### config.mk
export PLATFORM = sky130hd
export DESIGN_NAME = rotsq_ctrl
export DESIGN_NICKNAME = d
export VERILOG_FILES = /design/src/rtl/rotsq_ctrl.sv
export SDC_FILE = /design/constraint.sdc
export NUM_CORES = 1
export LEC_CHECK = 0
export ABC_AREA = 0
export ABC_CLOCK_PERIOD_IN_PS = 3100
export CAP_MARGIN = 40
export CORE_UTILIZATION = 40
export DETAILED_ROUTE_END_ITERATION = 8
export GPL_TIMING_DRIVEN = 0
export PLACE_DENSITY = 0.57
export SYNTH_ARGS = -nofsm -noshare
export SYNTH_HDL_FRONTEND = slang
export SYNTH_SLANG_ARGS = --single-unit
### constraint.sdc
create_clock -name clock -period 3.1 [get_ports clock]
set_input_delay 0.775 -clock clock [delete_from_list [all_inputs] [get_ports clock]]
set_output_delay 0.775 -clock clock [all_outputs]
set_load 0.01 [all_outputs]
### src/rtl/rotsq_ctrl.sv
// rotsq_ctrl -- position sequencer for the rotating-square display.
//
// The square walks a loop of 8 slots: the upper half of digits 3..0
// (pos 0..3), then the lower half of digits 0..3 (pos 4..7). The position
// advances either at a prescaled rate (en=1) or once per single-step
// handshake (en=0).
//
// Ports:
//   clock     in   system clock, rising edge
//   reset     in   synchronous, active-low
//   en        in   1 = free-run rotation, 0 = hold / single-step mode
//   cw        in   direction: 1 = pos+1 mod 8, 0 = pos-1 mod 8
//   step_req  in   single-step request (level, 4-phase handshake)
//   step_ack  out  single-step acknowledge
//   pos       out  current square position 0..7 (registered)
//   top       out  1 = upper square, 0 = lower square
//   anode     out  active-low digit enable, one-hot-low
//   tick      out  prescaler terminal pulse (observation only)
module rotsq_ctrl #(
    parameter int unsigned           TICK_W   = 24,
    parameter logic [TICK_W-1:0]     TICK_MAX = 24'd12_499_999
) (
    input  logic       clock,
    input  logic       reset,
    input  logic       en,
    input  logic       cw,
    input  logic       step_req,
    output logic       step_ack,
    output logic [2:0] pos,
    output logic       top,
    output logic [3:0] anode,
    output logic       tick
);

    typedef enum logic [1:0] {
        S_IDLE,
        S_RUN,
        S_ACK,
        S_REL
    } state_t;

    state_t            state;
    state_t            state_next;
    logic [TICK_W-1:0] cnt;
    logic [TICK_W-1:0] cnt_next;
    logic [2:0]        pos_next;
    logic [2:0]        pos_step;
    logic              at_max;

    // Candidate next position; 3-bit arithmetic gives the 7->0 / 0->7 wrap.
    assign pos_step = cw ? (pos + 3'd1) : (pos - 3'd1);
    assign at_max   = (cnt == TICK_MAX);

    always_ff @(posedge clock) begin
        if (!reset) begin
            state <= S_IDLE;
            cnt   <= '0;
            pos   <= '0;
        end else begin
            state <= state_next;
            cnt   <= cnt_next;
            pos   <= pos_next;
        end
    end

    always_comb begin
        state_next = state;
        cnt_next   = cnt;
        pos_next   = pos;
        case (state)
            S_IDLE: begin
                // en wins over a pending step request.
                if (en) begin
                    state_next = S_RUN;
                    cnt_next   = '0;
                end else if (step_req) begin
                    pos_next   = pos_step;
                    state_next = S_ACK;
                end
            end
            S_RUN: begin
                // Dropping en freezes everything on that edge, even at terminal count.
                if (!en) begin
                    state_next = S_IDLE;
                end else if (at_max) begin
                    cnt_next = '0;
                    pos_next = pos_step;
                end else begin
                    cnt_next = cnt + 1'b1;
                end
            end
            S_ACK: begin
                state_next = step_req ? S_REL : S_IDLE;
            end
            S_REL: begin
                if (!step_req) begin
                    state_next = S_IDLE;
                end
            end
            default: begin
                state_next = S_IDLE;
            end
        endcase
    end

    assign step_ack = (state == S_ACK) || (state == S_REL);
    assign tick     = (state == S_RUN) && en && at_max;

    // Upper half runs digit 3..0, lower half runs digit 0..3.
    always_comb begin
        top   = ~pos[2];
        anode = 4'b1111;
        case (pos)
            3'd0:    anode = 4'b0111;
            3'd1:    anode = 4'b1011;
            3'd2:    anode = 4'b1101;
            3'd3:    anode = 4'b1110;
            3'd4:    anode = 4'b1110;
            3'd5:    anode = 4'b1101;
            3'd6:    anode = 4'b1011;
            3'd7:    anode = 4'b0111;
            default: anode = 4'b1111;
        endcase
    end

endmodule

== Word-level counts from Yosys, hierarchy flattened ==
Memories as Yosys holds them, arrays and structs flattened. A register that Yosys moved wholly into a read port is not among the register bits.
Cells that the tools add are included.
Operators by class
  equality and inequality tests: 12
  reduce and logical (&&, ||, !) cells: 8
  add/subtract/negate cells: 3
  multiplexer cells: 18
  bitwise operators: 1
Operator list (number)
  24-bit two-way mux: 3
  24-bit one-hot mux with 2 select lines: 1
  24-bit by 1-bit adder with 24-bit output, second input constant: 1
  24-bit == test, second input constant: 1
  3-bit two-way mux: 7
  2-bit != test, second input constant: 7
  2-bit two-way mux: 5
  2-bit one-hot mux with 4 select lines: 1
  3-bit one-hot mux with 2 select lines: 1
  3-bit AND reduction: 2
  5-bit AND reduction: 1
  2-bit == test, second input constant: 2
  3-bit by 1-bit adder with 3-bit output, second input constant: 1
  3-bit != test, second input constant: 1
  3-bit by 1-bit subtractor with 3-bit output, second input constant: 1
  2-bit by 1-bit == test with 1-bit output, second input constant: 1
  1-bit logical AND: 2
  2-bit logical NOT: 1
  2-bit nonzero test: 1
  1-bit logical OR: 1
  1-bit inverter: 1
Storage, ports and cells
  input port bits: 5
  register bits after elaboration: 29
  memories: 1
  word-level logic and storage cells: 46
  output and inout bits: 10
  bits in read-only memories: 32
Memories
  (no name shown): words 8, width 4, read ports 1, clocked after memory_dff 1, write ports 0, line 113  | case (pos)

== Depth between registers and ports, before layout ==
Gate-level depths: netlist of run 1.
  depth after elaboration: 7
  gate-level depth with buffers: 8
  depth with buffers taken out: 7

== Least setup slack after synthesis of run 1 ==
No wires, ideal clock.
  kind: input to output
  start: in en
  end: out tick
  slack: 0.754 ns
  arrival: 1.571 ns
  buffers on the path: 1
  cell stages on the path: 4
  cells stage by stage: nand2b_1 > nor4_1 > and2_1 > buf_2
On the way
  cells in the longest elaborated chain, start to end: 2
RTL lines
  start, declared: line 25  | input logic en,
  1-bit logical AND (2 in series): line 107  | assign tick = (state == S_RUN) && en && at_max;
  end, declared: line 32  | output logic tick
No other way between the ends.

== Final worst setup path of run 1 ==
  start: reg cnt[6]
  end: out tick
On the way
  cells in the longest elaborated chain, start to end: 2
RTL lines
  start, declared: line 44  | logic [TICK_W-1:0] cnt;
  start signal, assigned: line 61  | cnt <= cnt_next;
  24-bit == test: line 52  | assign at_max = (cnt == TICK_MAX);
  1-bit logical AND: line 107
No other way between the ends.

==> results_tabular.tex, run 1 <==
\begin{tabular}{lr}
\hline
Metric & Value \\
\hline
\multicolumn{2}{l}{\textbf{Finish}} \\
\quad Number of diodes & 0 \\
\quad Count of non-filler cells in the finished layout & around 290 \\
\quad P\&R area growth vs syn & 19.8\% \\
\quad Area of the multi-input gates & 1060 um2 \\
\quad Final Util & 51.4\% \\
\quad Filler instances & 400 \\
\quad Most frequent cells in the layout & dfxtp\_1 (32), nor2\_1 (29), nand2\_1 (15), xnor2\_1 (15), clkdlybuf4s50\_1 (11) \\
\quad Commonest non-fill, non-tap cell in the layout & dfxtp\_1 \\
\quad FF+latch area & about 660 um2 \\
\quad Fraction of final layout cells sized beyond drive strength 1 & 10.6\% \\
\quad Net count, final & 241 \\
\quad Post-route standard cell area excluding fillers & 2130 um2 \\
\multicolumn{2}{l}{\textbf{Timing}} \\
\quad Period utilisation layout & 86.5\% \\
\quad Worst rel slew slack & about 63\% \\
\quad Setup WS post-layout & approximately 0.42 ns \\
\quad Setup violators final & 0 \\
\quad Setup repair after global routing missed its margin & no \\
\quad Number of hold violations in the final report & 0 \\
\quad Final count of pins violating max slew & 0 \\
\quad Worst Skew & approximately 0.0051 ns \\
\quad Achievable clock frequency & roughly 370 MHz \\
\quad Worst Tran Pin Value & between 0.5 and 0.6 ns \\
\quad Post-route minimum period & $\sim$2.7 ns \\
\quad Worst Hold Slack & 0.539 ns \\
\multicolumn{2}{l}{\textbf{Synth}} \\
\quad Number of enable-type register cells in the synthesized netlist & 0 \\
\quad Multiplexer share of the synthesized area & 2.32\% \\
\quad Number of cells produced by synthesis & approximately 210 \\
\quad Flip-flop and latch count after synthesis & 33 \\
\quad Average footprint of a synthesized cell & $\sim$8.4 um2 \\
\quad Synth top area share & 37.1\% \\
\quad Count of cell types in the netlist & 49 \\
\quad Combinational family with the most area after synthesis & simple AND/OR/NAND/NOR gates \\
\quad Post-synthesis share of cell area spent on and, or, nand and nor gates & between 30\% and 40\% \\
\quad Post-synthesis compound-gate area fraction & roughly 13\% \\
\quad Post-synthesis async set-or-reset flop share & 0\% \\
\quad Yosys warnings & 0 \\
\quad Adder and majority cell fraction of the synthesized area & under 10\% \\
\quad Share of the synthesized netlist area taken by xor and xnor gates & a little over a tenth \\
\quad Cell type contributing the most total cell area after synthesis & dfxtp\_1 \\
\quad Net Count, Synth & 219 \\
\quad Biggest area contributors in the synthesized netlist & dfxtp\_1 (37\%), xnor2\_1 (7.4\%), nor2\_1 (6.1\%) \\
\quad Sequential share of the synthesized area & a little under two fifths \\
\quad Post-synth top flop & dfxtp\_1 \\
\quad Post-synthesis instance area & around 1800 um2 \\
\multicolumn{2}{l}{\textbf{Global route}} \\
\quad Via count of the first global-routing pass & between 1000 and 1500 \\
\quad Maximum number of pins on one net before global-route repair & 11 \\
\quad Total congestion overflow & 0 \\
\quad Wire length of the first global-routing pass & about 6.8 mm \\
\quad Antenna violations before repair & 0 \\
\quad Overall routing resource usage & 20.0\% \\
\multicolumn{2}{l}{\textbf{Clock network}} \\
\quad Clock latency reported for the late side of the worst-skew pair & approximately 0.28 ns \\
\quad CTS tree & built \\
\quad Number of buffers added to fix hold violations after cts & 0 \\
\quad Total clock buffers created by CTS & 5 \\
\quad CTS Buffer Depth & 2 \\
\quad H-Tree Level Count & 2 \\
\quad CTS clock-pin slew for the worst setup and hold paths & 0.07 ns \\
\quad TritonCTS sink count & 33 \\
\quad Clk root buf & clkbuf\_8 \\
\multicolumn{2}{l}{\textbf{Placed design}} \\
\quad Routability-driven placement congestion ratio & 0.826 \\
\quad Placed Cells & approximately 280 \\
\quad Pre-CTS setup slack & -0.532 ns \\
\quad Instance area after placement & slightly below 2000 um2 \\
\quad IO buf count & 13 \\
\quad Half-perimeter wire length after placement & 2.81 mm \\
\multicolumn{2}{l}{\textbf{Worst setup path}} \\
\quad Internal reg-to-reg setup slack & around 0.72 ns \\
\quad Arrival @ worst endpoint & between 1.5 and 2 ns \\
\quad Req. time, crit path & 2.32 ns \\
\quad Critical path type & reg2out \\
\quad Peak fanout along the critical path & 8 \\
\quad Setup crit end kind & output pin \\
\quad Worst setup path endpoint & tick \\
\quad Origin of the worst setup path & cnt[6]\$\_SDFFE\_PN0P\_ \\
\quad Worst Setup Start Kind & flop \\
\quad Number of cells on the worst reg-to-reg path & 8 \\
\quad Crit Reg-Reg Startpoint & pos[0]\$\_SDFFE\_PN0P\_ \\
\quad Endpoint of the worst-slack reg-to-reg timing path & anode[3]\$\_DFF\_P\_ \\
\multicolumn{2}{l}{\textbf{Run}} \\
\quad Total of max-cap violations & 0 \\
\multicolumn{2}{l}{\textbf{Floorplan}} \\
\quad Number of ports placed on the die boundary & 15 \\
\quad Total die area & $\sim$4700 um2 \\
\quad Die boundary width & around 70 um \\
\quad Starting Density & a little over two fifths \\
\quad Placement Rows & 23 \\
\quad CORE AREA & 4140 um2 \\
\quad Die outline height & 68.7 um \\
\multicolumn{2}{l}{\textbf{Route}} \\
\quad DRC & 0 \\
\quad WL/cell & $\sim$14 um \\
\quad Vias per Instance & around 5.5 \\
\quad DRT Pass-1 Iters & 4 \\
\quad WL final & 3.97 mm \\
\quad Initial DRC count & between 100 and 150 \\
\quad Total via count after detailed routing & between 1500 and 2000 \\
\quad Routed Antenna Nets & 0 \\
\multicolumn{2}{l}{\textbf{Run status}} \\
\quad Result of the run & finished clean \\
\multicolumn{2}{l}{\textbf{Pwr}} \\
\quad Power Dens Cells & about 460 nW/um2 \\
\quad Leakage power & about 0.76 nW \\
\quad IR drop worst, VDD & roughly 0.29 mV \\
\multicolumn{2}{l}{\textbf{Worst hold path}} \\
\quad Type of the most critical hold path & reg2reg \\
\hline
\end{tabular}
## cell families after synthesis
group,count (synthesis)
xor gates and xnor gates,20
buffers and inverters,19
adders and majority gates,2
and+or+nand+nor,101
muxes,4
AOI/OAI and AO/OA,33
DFF,33
## worst max-delay path, stage by stage, from the launching register on
cell and delay [ns]:
dfxtp_2 0.36, or4_4 0.55, nor4_4 0.26, and2_1 0.16, buf_2 0.14, dlymetal6s2s_1 0.16
## routing by layer
layer / track usage [%] / routed length [um] / vias to the layer above
li1: - / - / 790
met1: 26.6 / 1990 / 736
met2: 30.5 / 1800 / 32
met3: 4.44 / 148 / 2
met4: 9.18 / 35 / 0
met5: 0 / 0 / -
## sequential cells by signal (all words and copies together) (netlist names)
| signal | count |
|---|---|
| anode | 4 |
| cnt | 24 |
| pos | 3 |
| state | 2 |
## cell usage after synthesis (4+ instances only)
cell and instances:
and2_1 4, nor2b_1 5, nand4_1 7, xor2_1 4, nor4_1 4, nand3_1 9, and3_1 6, o21ai_0 7
dfxtp_1 33, a21oi_1 8, o221ai_1 4, nand2_1 15, clkbuf_1 8, xnor2_1 15, nor2_1 29, nor3_1 4
inv_1 6
## worst min path at each step
stage | start | to | slack, ns | cells after the start
after floorplan | cnt[13]$_SDFFE_PN0P_ | cnt[13]$_SDFFE_PN0P_ | 0.47 | 2
after global placement | cnt[13]$_SDFFE_PN0P_ | cnt[13]$_SDFFE_PN0P_ | 0.50 | 2
after detailed placement | cnt[13]$_SDFFE_PN0P_ | cnt[13]$_SDFFE_PN0P_ | 0.51 | 2
after CTS | cnt[13]$_SDFFE_PN0P_ | cnt[13]$_SDFFE_PN0P_ | 0.53 | 2
after global routing | cnt[13]$_SDFFE_PN0P_ | cnt[13]$_SDFFE_PN0P_ | 0.57 | 2
final | cnt[13]$_SDFFE_PN0P_ | cnt[13]$_SDFFE_PN0P_ | 0.54 | 2
## report_power, final
group          switching, W  internal [W]  total [W]
combinational     0.0000632     0.0000548   0.000118
sequential       0.00000660      0.000435   0.000441
clock              0.000161      0.000262   0.000423
total              0.000231      0.000752   0.000983
## repair_timing
action | 4_1_cts | 5_1_grt
cloned | 0 | 0
gates resized for setup | 5 | 3
endpoints found under the setup margin | 1 | 1
pin swaps | 1 | 2
buffers inserted | 1 | 1
## stage by stage
stage	total power (W)	TNS (ns)
final	0.000983	0
after global routing	0.00103	0
after CTS	0.000996	0
after detailed placement	0.000566	-0.532
after global placement	0.000563	-0.546
after floorplan	0.000524	0
## layout make-up
type	instances	area share, %
Multi-Input combinational cell	160	49.9
Sequential cell	33	31.1
Timing Repair Buffer	15	6.99
Clock buffer	7	4.05
Tap cell	50	2.94
Buffer	13	2.64
Clock inverter	1	1.41
Inverter	6	1.06
Power figures use the tool's default switching activity.
==> run 2, diff against run 1 <==
--- a/config.mk
+++ b/config.mk
@@ -8,6 +8,7 @@
 export ABC_AREA = 0
 export ABC_CLOCK_PERIOD_IN_PS = 3100
 export CAP_MARGIN = 40
+export CORE_MARGIN = 10
 export CORE_UTILIZATION = 40
 export DETAILED_ROUTE_END_ITERATION = 8
 export GPL_TIMING_DRIVEN = 0
==> results_tabular.tex, run 2 (synthesized netlist as in run 1, its figures left out) <==
\begin{tabular}{lr}
\hline
Metric & Value \\
\hline
\multicolumn{2}{l}{\textbf{Run status}} \\
\quad Result of the run & finished clean \\
\multicolumn{2}{l}{\textbf{Pwr}} \\
\quad IR drop worst, VDD & 0.298 mV (+4.5\%) \\
\quad Leakage power & 0.729 nW (-4.3\%) \\
\quad Power Dens Cells & 464 nW/um2 (+0.70\%) \\
\multicolumn{2}{l}{\textbf{Finish}} \\
\quad Final Util & 48.7\% (-2.8 points) \\
\quad Filler instances & 440 (+10\%) \\
\quad Commonest non-fill, non-tap cell in the layout & dfxtp\_1 \\
\quad Fraction of final layout cells sized beyond drive strength 1 & 9.44\% (-1.2 points) \\
\quad Net count, final & 239 (-0.83\%) \\
\quad Most frequent cells in the layout & dfxtp\_1 (33), nor2\_1 (29), nand2\_1 (15), xnor2\_1 (15), clkdlybuf4s50\_1 (11) \\
\quad Most flops, register & cnt \\
\quad Number of diodes & 0 (unchanged) \\
\quad Number of flip-flops in the largest register & 24 (unchanged) \\
\quad P\&R area growth vs syn & 18.3\% \\
\multicolumn{2}{l}{\textbf{Placed design}} \\
\quad Half-perimeter wire length after placement & 2.76 mm (-1.8\%) \\
\quad IO buf count & 13 (unchanged) \\
\quad Routability-driven placement congestion ratio & 0.800 (-3.1\%) \\
\multicolumn{2}{l}{\textbf{Floorplan}} \\
\quad Die outline height & 86.7 um (+26\%) \\
\quad Placement Rows & 24 (+4.3\%) \\
\quad CORE AREA & 4320 um2 (+4.3\%) \\
\quad Total die area & 7520 um2 (+59\%) \\
\quad Die boundary width & 86.7 um (+26\%) \\
\quad Starting Density & 41.1\% (-1.8 points) \\
\quad Number of ports placed on the die boundary & 15 (unchanged) \\
\multicolumn{2}{l}{\textbf{Global route}} \\
\quad Overall routing resource usage & 11.0\% (-9.0 points) \\
\quad Total congestion overflow & 0 (unchanged) \\
\quad Maximum number of pins on one net before global-route repair & 11 (unchanged) \\
\quad Wire length of the first global-routing pass & 6.64 mm (-2.1\%) \\
\quad Antenna violations before repair & 0 (unchanged) \\
\quad Via count of the first global-routing pass & 1448 (+0.28\%) \\
\multicolumn{2}{l}{\textbf{Worst hold path}} \\
\quad Worst Hold Depth & 2 (unchanged) \\
\quad Worst hold path endpoint & cnt[21]\$\_SDFFE\_PN0P\_ \\
\quad Hold Crit Start & cnt[21]\$\_SDFFE\_PN0P\_ \\
\quad Type of the most critical hold path & reg2reg \\
\multicolumn{2}{l}{\textbf{Worst setup path}} \\
\quad Peak fanout along the critical path & 5 (-3) \\
\quad Crit Reg-Reg Startpoint & pos[0]\$\_SDFFE\_PN0P\_ \\
\quad Arrival @ worst endpoint & 2.14 ns (+0.23 ns) \\
\quad Internal reg-to-reg setup slack & 0.69 ns (-0.03 ns) \\
\quad Setup crit end kind & output pin \\
\quad Critical path type & reg2out \\
\quad Endpoint of the worst-slack reg-to-reg timing path & anode[2]\$\_DFF\_P\_ \\
\quad Number of cells on the worst reg-to-reg path & 8 (unchanged) \\
\quad Req. time, crit path & 2.32 ns (about the same) \\
\quad Worst Setup Start Kind & flop \\
\multicolumn{2}{l}{\textbf{Timing}} \\
\quad Period utilisation layout & 94.0\% (+7.5 points) \\
\quad Setup violators final & 0 (unchanged) \\
\quad Worst Tran Pin Value & 0.500 ns (-0.0568 ns) \\
\quad Achievable clock frequency & 343 MHz (-7.9\%) \\
\quad Worst Skew & 0.0109 ns (+0.00585 ns) \\
\quad Setup repair after global routing missed its margin & no \\
\quad Worst rel slew slack & 66.7\% (+3.8 points) \\
\quad Post-route minimum period & 2.91 ns (+0.231 ns) \\
\quad Number of hold violations in the final report & 0 (unchanged) \\
\quad Worst Hold Slack & 0.517 ns (-0.0227 ns) \\
\quad Final count of pins violating max slew & 0 (unchanged) \\
\multicolumn{2}{l}{\textbf{Route}} \\
\quad WL final & 3.76 mm (-5.2\%) \\
\quad DRT Pass-1 Iters & 4 (unchanged) \\
\quad DRC & 0 (unchanged) \\
\quad Initial DRC count & 51 (-59\%) \\
\quad Total via count after detailed routing & 1471 (-5.7\%) \\
\quad Routed Antenna Nets & 0 (unchanged) \\
\quad WL/cell & 13.2 um (-5.2\%) \\
\quad Vias per Instance & 5.16 (-5.7\%) \\
\multicolumn{2}{l}{\textbf{Clock network}} \\
\quad Number of buffers added to fix hold violations after cts & 0 (unchanged) \\
\quad CTS clock-pin slew for the worst setup and hold paths & 0.07 ns (about the same) \\
\quad Clk root buf & clkbuf\_8 \\
\quad H-Tree Level Count & 2 (unchanged) \\
\quad CTS tree & built \\
\quad Clock latency reported for the late side of the worst-skew pair & 0.29 ns (about the same) \\
\quad Total clock buffers created by CTS & 5 (unchanged) \\
\quad CTS Buffer Depth & 2 (unchanged) \\
\quad TritonCTS sink count & 33 (unchanged) \\
\multicolumn{2}{l}{\textbf{Run}} \\
\quad Total of max-cap violations & 0 (unchanged) \\
\hline
\end{tabular}
==> run 2: stage by stage <==
step	instances	setup TNS, ns	area [um2]	power, W	setup WS [ns]
floorplan	212	0	1780	0.000524	0.754
global placement	277	-0.580	1970	0.000566	-0.580
detailed placement	277	-0.564	1970	0.000566	-0.564
CTS	285	0	2100	0.000988	0.165
global route	285	0	2100	0.00102	0.0521
finish	285	0	2100	0.000977	0.187
==> run 2: worst max-delay path by stage <==
stage | from | to | slack [ns] | depth (start not counted)
finish | cnt[5]$_SDFFE_PN0P_ | tick | 0.19 | 5
CTS | cnt[5]$_SDFFE_PN0P_ | tick | 0.16 | 5
global route | cnt[5]$_SDFFE_PN0P_ | tick | 0.05 | 5
global placement | en | tick | -0.58 | 6
floorplan | en | tick | 0.75 | 4
detailed placement | en | tick | -0.56 | 6
==> run 2: layout make-up <==
class	instances	area [um2]	area share [%]
flip-flops and latches	33	661	31.4
clock buffers	7	86.3	4.10
multi-input cells	160	1050	50.1
plain buffers	13	56.3	2.68
repair buffers	13	130	6.18
well taps	52	65.1	3.09
clock inverters	1	30.0	1.43
inverters	6	22.5	1.07
==> run 2: timing repair <==
item                       CTS  global route
resized for setup            6             0
buffers inserted             0             0
setup endpoints to repair    1             0
==> run 2: where the power goes <==
| part | total (W) | switching (W) | internal, W |
|---|---|---|---|
| clock network | 0.000421 | 0.000159 | 0.000262 |
| logic | 0.000115 | 0.0000604 | 0.0000546 |
| registers | 0.000441 | 0.00000609 | 0.000435 |
| total | 0.000977 | 0.000226 | 0.000751 |
==> run 2: worst max-delay path: stages (launching register included) <==
cell	delay (ns)
dfxtp_1	0.34
or4b_1	0.57
nor4_4	0.34
and2_1	0.18
buf_2	0.14
dlygate4sd2_1	0.28
==> run 2: per-layer routing <==
layer  GRT usage [%]  wire length [um]
met1            12.7              1790
met2            17.3              1680
met3            4.50               234
met4            5.01                63
met5               0                 0
==> run 3, diff against run 2 <==
--- a/config.mk
+++ b/config.mk
@@ -12,6 +12,7 @@
 export CORE_UTILIZATION = 40
 export DETAILED_ROUTE_END_ITERATION = 8
 export GPL_TIMING_DRIVEN = 0
+export MAX_ROUTING_LAYER = met4
 export PLACE_DENSITY = 0.57
 export SYNTH_ARGS = -nofsm -noshare
 export SYNTH_HDL_FRONTEND = slang
==> results_tabular.tex, run 3 (synthesized netlist as in run 1, its figures left out) <==
\begin{tabular}{lr}
\hline
Metric & Value \\
\hline
\multicolumn{2}{l}{\textbf{Run status}} \\
\quad Result of the run & finished clean \\
\multicolumn{2}{l}{\textbf{Timing}} \\
\quad Achievable clock frequency & 343 MHz (-0.11\%) \\
\quad Worst rel slew slack & 66.7\% (unchanged) \\
\quad Final count of pins violating max slew & 0 (unchanged) \\
\quad Worst Tran Pin Value & 0.500 ns (unchanged) \\
\quad Period utilisation layout & 94.1\% (+0.099 points) \\
\quad Worst Skew & 0.0108 ns (-0.000110 ns) \\
\quad Post-route minimum period & 2.92 ns (+0.00308 ns) \\
\quad Setup repair after global routing missed its margin & no \\
\quad Final-layout setup total negative slack & 0 ns (unchanged) \\
\quad Setup WS post-layout & 0.184 ns (-0.00308 ns) \\
\quad Setup violators final & 0 (unchanged) \\
\quad Number of hold violations in the final report & 0 (unchanged) \\
\multicolumn{2}{l}{\textbf{Clock network}} \\
\quad CTS clock-pin slew for the worst setup and hold paths & 0.07 ns (about the same) \\
\quad TritonCTS sink count & 33 (unchanged) \\
\quad Clock latency reported for the late side of the worst-skew pair & 0.29 ns (about the same) \\
\quad CTS tree & built \\
\quad Clk root buf & clkbuf\_8 \\
\quad H-Tree Level Count & 2 (unchanged) \\
\quad Total clock buffers created by CTS & 5 (unchanged) \\
\quad CTS Buffer Depth & 2 (unchanged) \\
\multicolumn{2}{l}{\textbf{Route}} \\
\quad WL met3 & 184 um (-21\%) \\
\quad Met1 Routed Length & 1.83 mm (+2.5\%) \\
\quad WL/cell & 13.2 um (-0.16\%) \\
\quad Wire length on met2 & 1.68 mm (+0.12\%) \\
\quad WL final & 3.76 mm (-0.16\%) \\
\quad DRC & 0 (unchanged) \\
\quad DRT Pass-1 Iters & 4 (unchanged) \\
\quad Top layer reached by signal wires & met4 \\
\quad Routed Antenna Nets & 0 (unchanged) \\
\quad Vias per Instance & 5.16 (about the same) \\
\quad Initial DRC count & 56 (+9.8\%) \\
\quad Total via count after detailed routing & 1472 (+0.068\%) \\
\multicolumn{2}{l}{\textbf{Finish}} \\
\quad Number of diodes & 0 (unchanged) \\
\quad Number of flip-flops in the largest register & 24 (unchanged) \\
\quad Most flops, register & cnt \\
\quad P\&R area growth vs syn & 18.3\% (unchanged) \\
\quad Fraction of final layout cells sized beyond drive strength 1 & 9.44\% (unchanged) \\
\quad Commonest non-fill, non-tap cell in the layout & dfxtp\_1 \\
\quad Net count, final & 239 (unchanged) \\
\quad Most frequent cells in the layout & dfxtp\_1 (33), nor2\_1 (29), nand2\_1 (15), xnor2\_1 (15), clkdlybuf4s50\_1 (11) \\
\multicolumn{2}{l}{\textbf{Floorplan}} \\
\quad Number of ports placed on the die boundary & 15 (unchanged) \\
\quad Die outline height & 86.7 um (unchanged) \\
\quad Die boundary width & 86.7 um (unchanged) \\
\quad Starting Density & 41.1\% (unchanged) \\
\quad CORE AREA & 4320 um2 (unchanged) \\
\quad Placement Rows & 24 (unchanged) \\
\quad Total die area & 7520 um2 (unchanged) \\
\multicolumn{2}{l}{\textbf{Placed design}} \\
\quad IO buf count & 13 (unchanged) \\
\quad Half-perimeter wire length after placement & 2.76 mm (unchanged) \\
\quad Pre-CTS setup slack & -0.564 ns (unchanged) \\
\quad Routability-driven placement congestion ratio & 0.811 (+1.4\%) \\
\multicolumn{2}{l}{\textbf{Global route}} \\
\quad Via count of the first global-routing pass & 1447 (-0.069\%) \\
\quad Antenna violations before repair & 0 (unchanged) \\
\quad Maximum number of pins on one net before global-route repair & 11 (unchanged) \\
\quad Overall routing resource usage & 11.3\% (+0.31 points) \\
\quad Total congestion overflow & 0 (unchanged) \\
\quad Wire length of the first global-routing pass & 6.64 mm (+0.11\%) \\
\multicolumn{2}{l}{\textbf{Worst setup path}} \\
\quad Peak fanout along the critical path & 5 (unchanged) \\
\quad Req. time, crit path & 2.32 ns (about the same) \\
\quad Setup crit end kind & output pin \\
\quad Arrival @ worst endpoint & 2.14 ns (about the same) \\
\quad Critical path type & reg2out \\
\quad Worst Setup Start Kind & flop \\
\multicolumn{2}{l}{\textbf{Pwr}} \\
\quad Leakage power & 0.729 nW (unchanged) \\
\quad IR drop worst, VDD & 0.298 mV (about the same) \\
\quad Power Dens Cells & 464 nW/um2 (about the same) \\
\multicolumn{2}{l}{\textbf{Run}} \\
\quad Total of max-cap violations & 0 (unchanged) \\
\multicolumn{2}{l}{\textbf{Worst hold path}} \\
\quad Type of the most critical hold path & reg2reg \\
\hline
\end{tabular}
[run 3: layout make-up]
cell class | instances | area (um2)
Tap cell | 52 | 65.1
Multi-Input combinational cell | 160 | 1050
Timing Repair Buffer | 13 | 130
Clock buffer | 7 | 86.3
Clock inverter | 1 | 30.0
Fill cell | 440 | 2220
Buffer | 13 | 56.3
Sequential cell | 33 | 661
Inverter | 6 | 22.5
[run 3: final timing paths]
kind | from | to | slack (ns) | cells past startpoint
setup / recovery | cnt[5]$_SDFFE_PN0P_ | tick | 0.18 | 5
hold / removal | cnt[21]$_SDFFE_PN0P_ | cnt[21]$_SDFFE_PN0P_ | 0.52 | 2
setup reg to reg | pos[0]$_SDFFE_PN0P_ | anode[2]$_DFF_P_ | 0.69 | 8
hold reg to reg | cnt[21]$_SDFFE_PN0P_ | cnt[21]$_SDFFE_PN0P_ | 0.52 | 2
[run 3: where the power goes]
part	total [W]	leakage, nW	switching (W)	internal, W
logic	0.000115	0.403	0.0000602	0.0000546
registers	0.000441	0.267	0.00000609	0.000435
clock network	0.000421	0.0585	0.000159	0.000262
total	0.000976	0.729	0.000225	0.000751
[run 3: repair_timing]
item | in CTS | in global routing
resized for setup | 6 | 0
setup buffers | 0 | 0
hold buffers | 0 | 0
endpoints found under the setup margin | 1 | 0
[run 3: metal layers]
layer	global-route usage, %	vias to the layer above
li1	-	783
met1	13.0	651
met2	17.3	31
met3	3.94	7
met4	5.01	0
met5	-	-
[run 3: critical path, stage by stage (launching register included)]
cell	delay (ns)
dfxtp_1	0.34
or4b_1	0.57
nor4_4	0.34
and2_1	0.18
buf_2	0.14
dlygate4sd2_1	0.28
[run 3: through the flow]
step	utilization [%]	hold slack [ns]	total power, W	cell area, um2	instances
2_1_floorplan	-	0.474	0.000524	1780	212
3_3_place_gp	45.7	0.501	0.000566	1970	277
3_5_place_dp	45.7	0.504	0.000566	1970	277
4_1_cts	48.7	0.525	0.000988	2100	285
5_1_grt	48.7	0.567	0.00102	2100	285
6_report	48.7	0.517	0.000976	2100	285
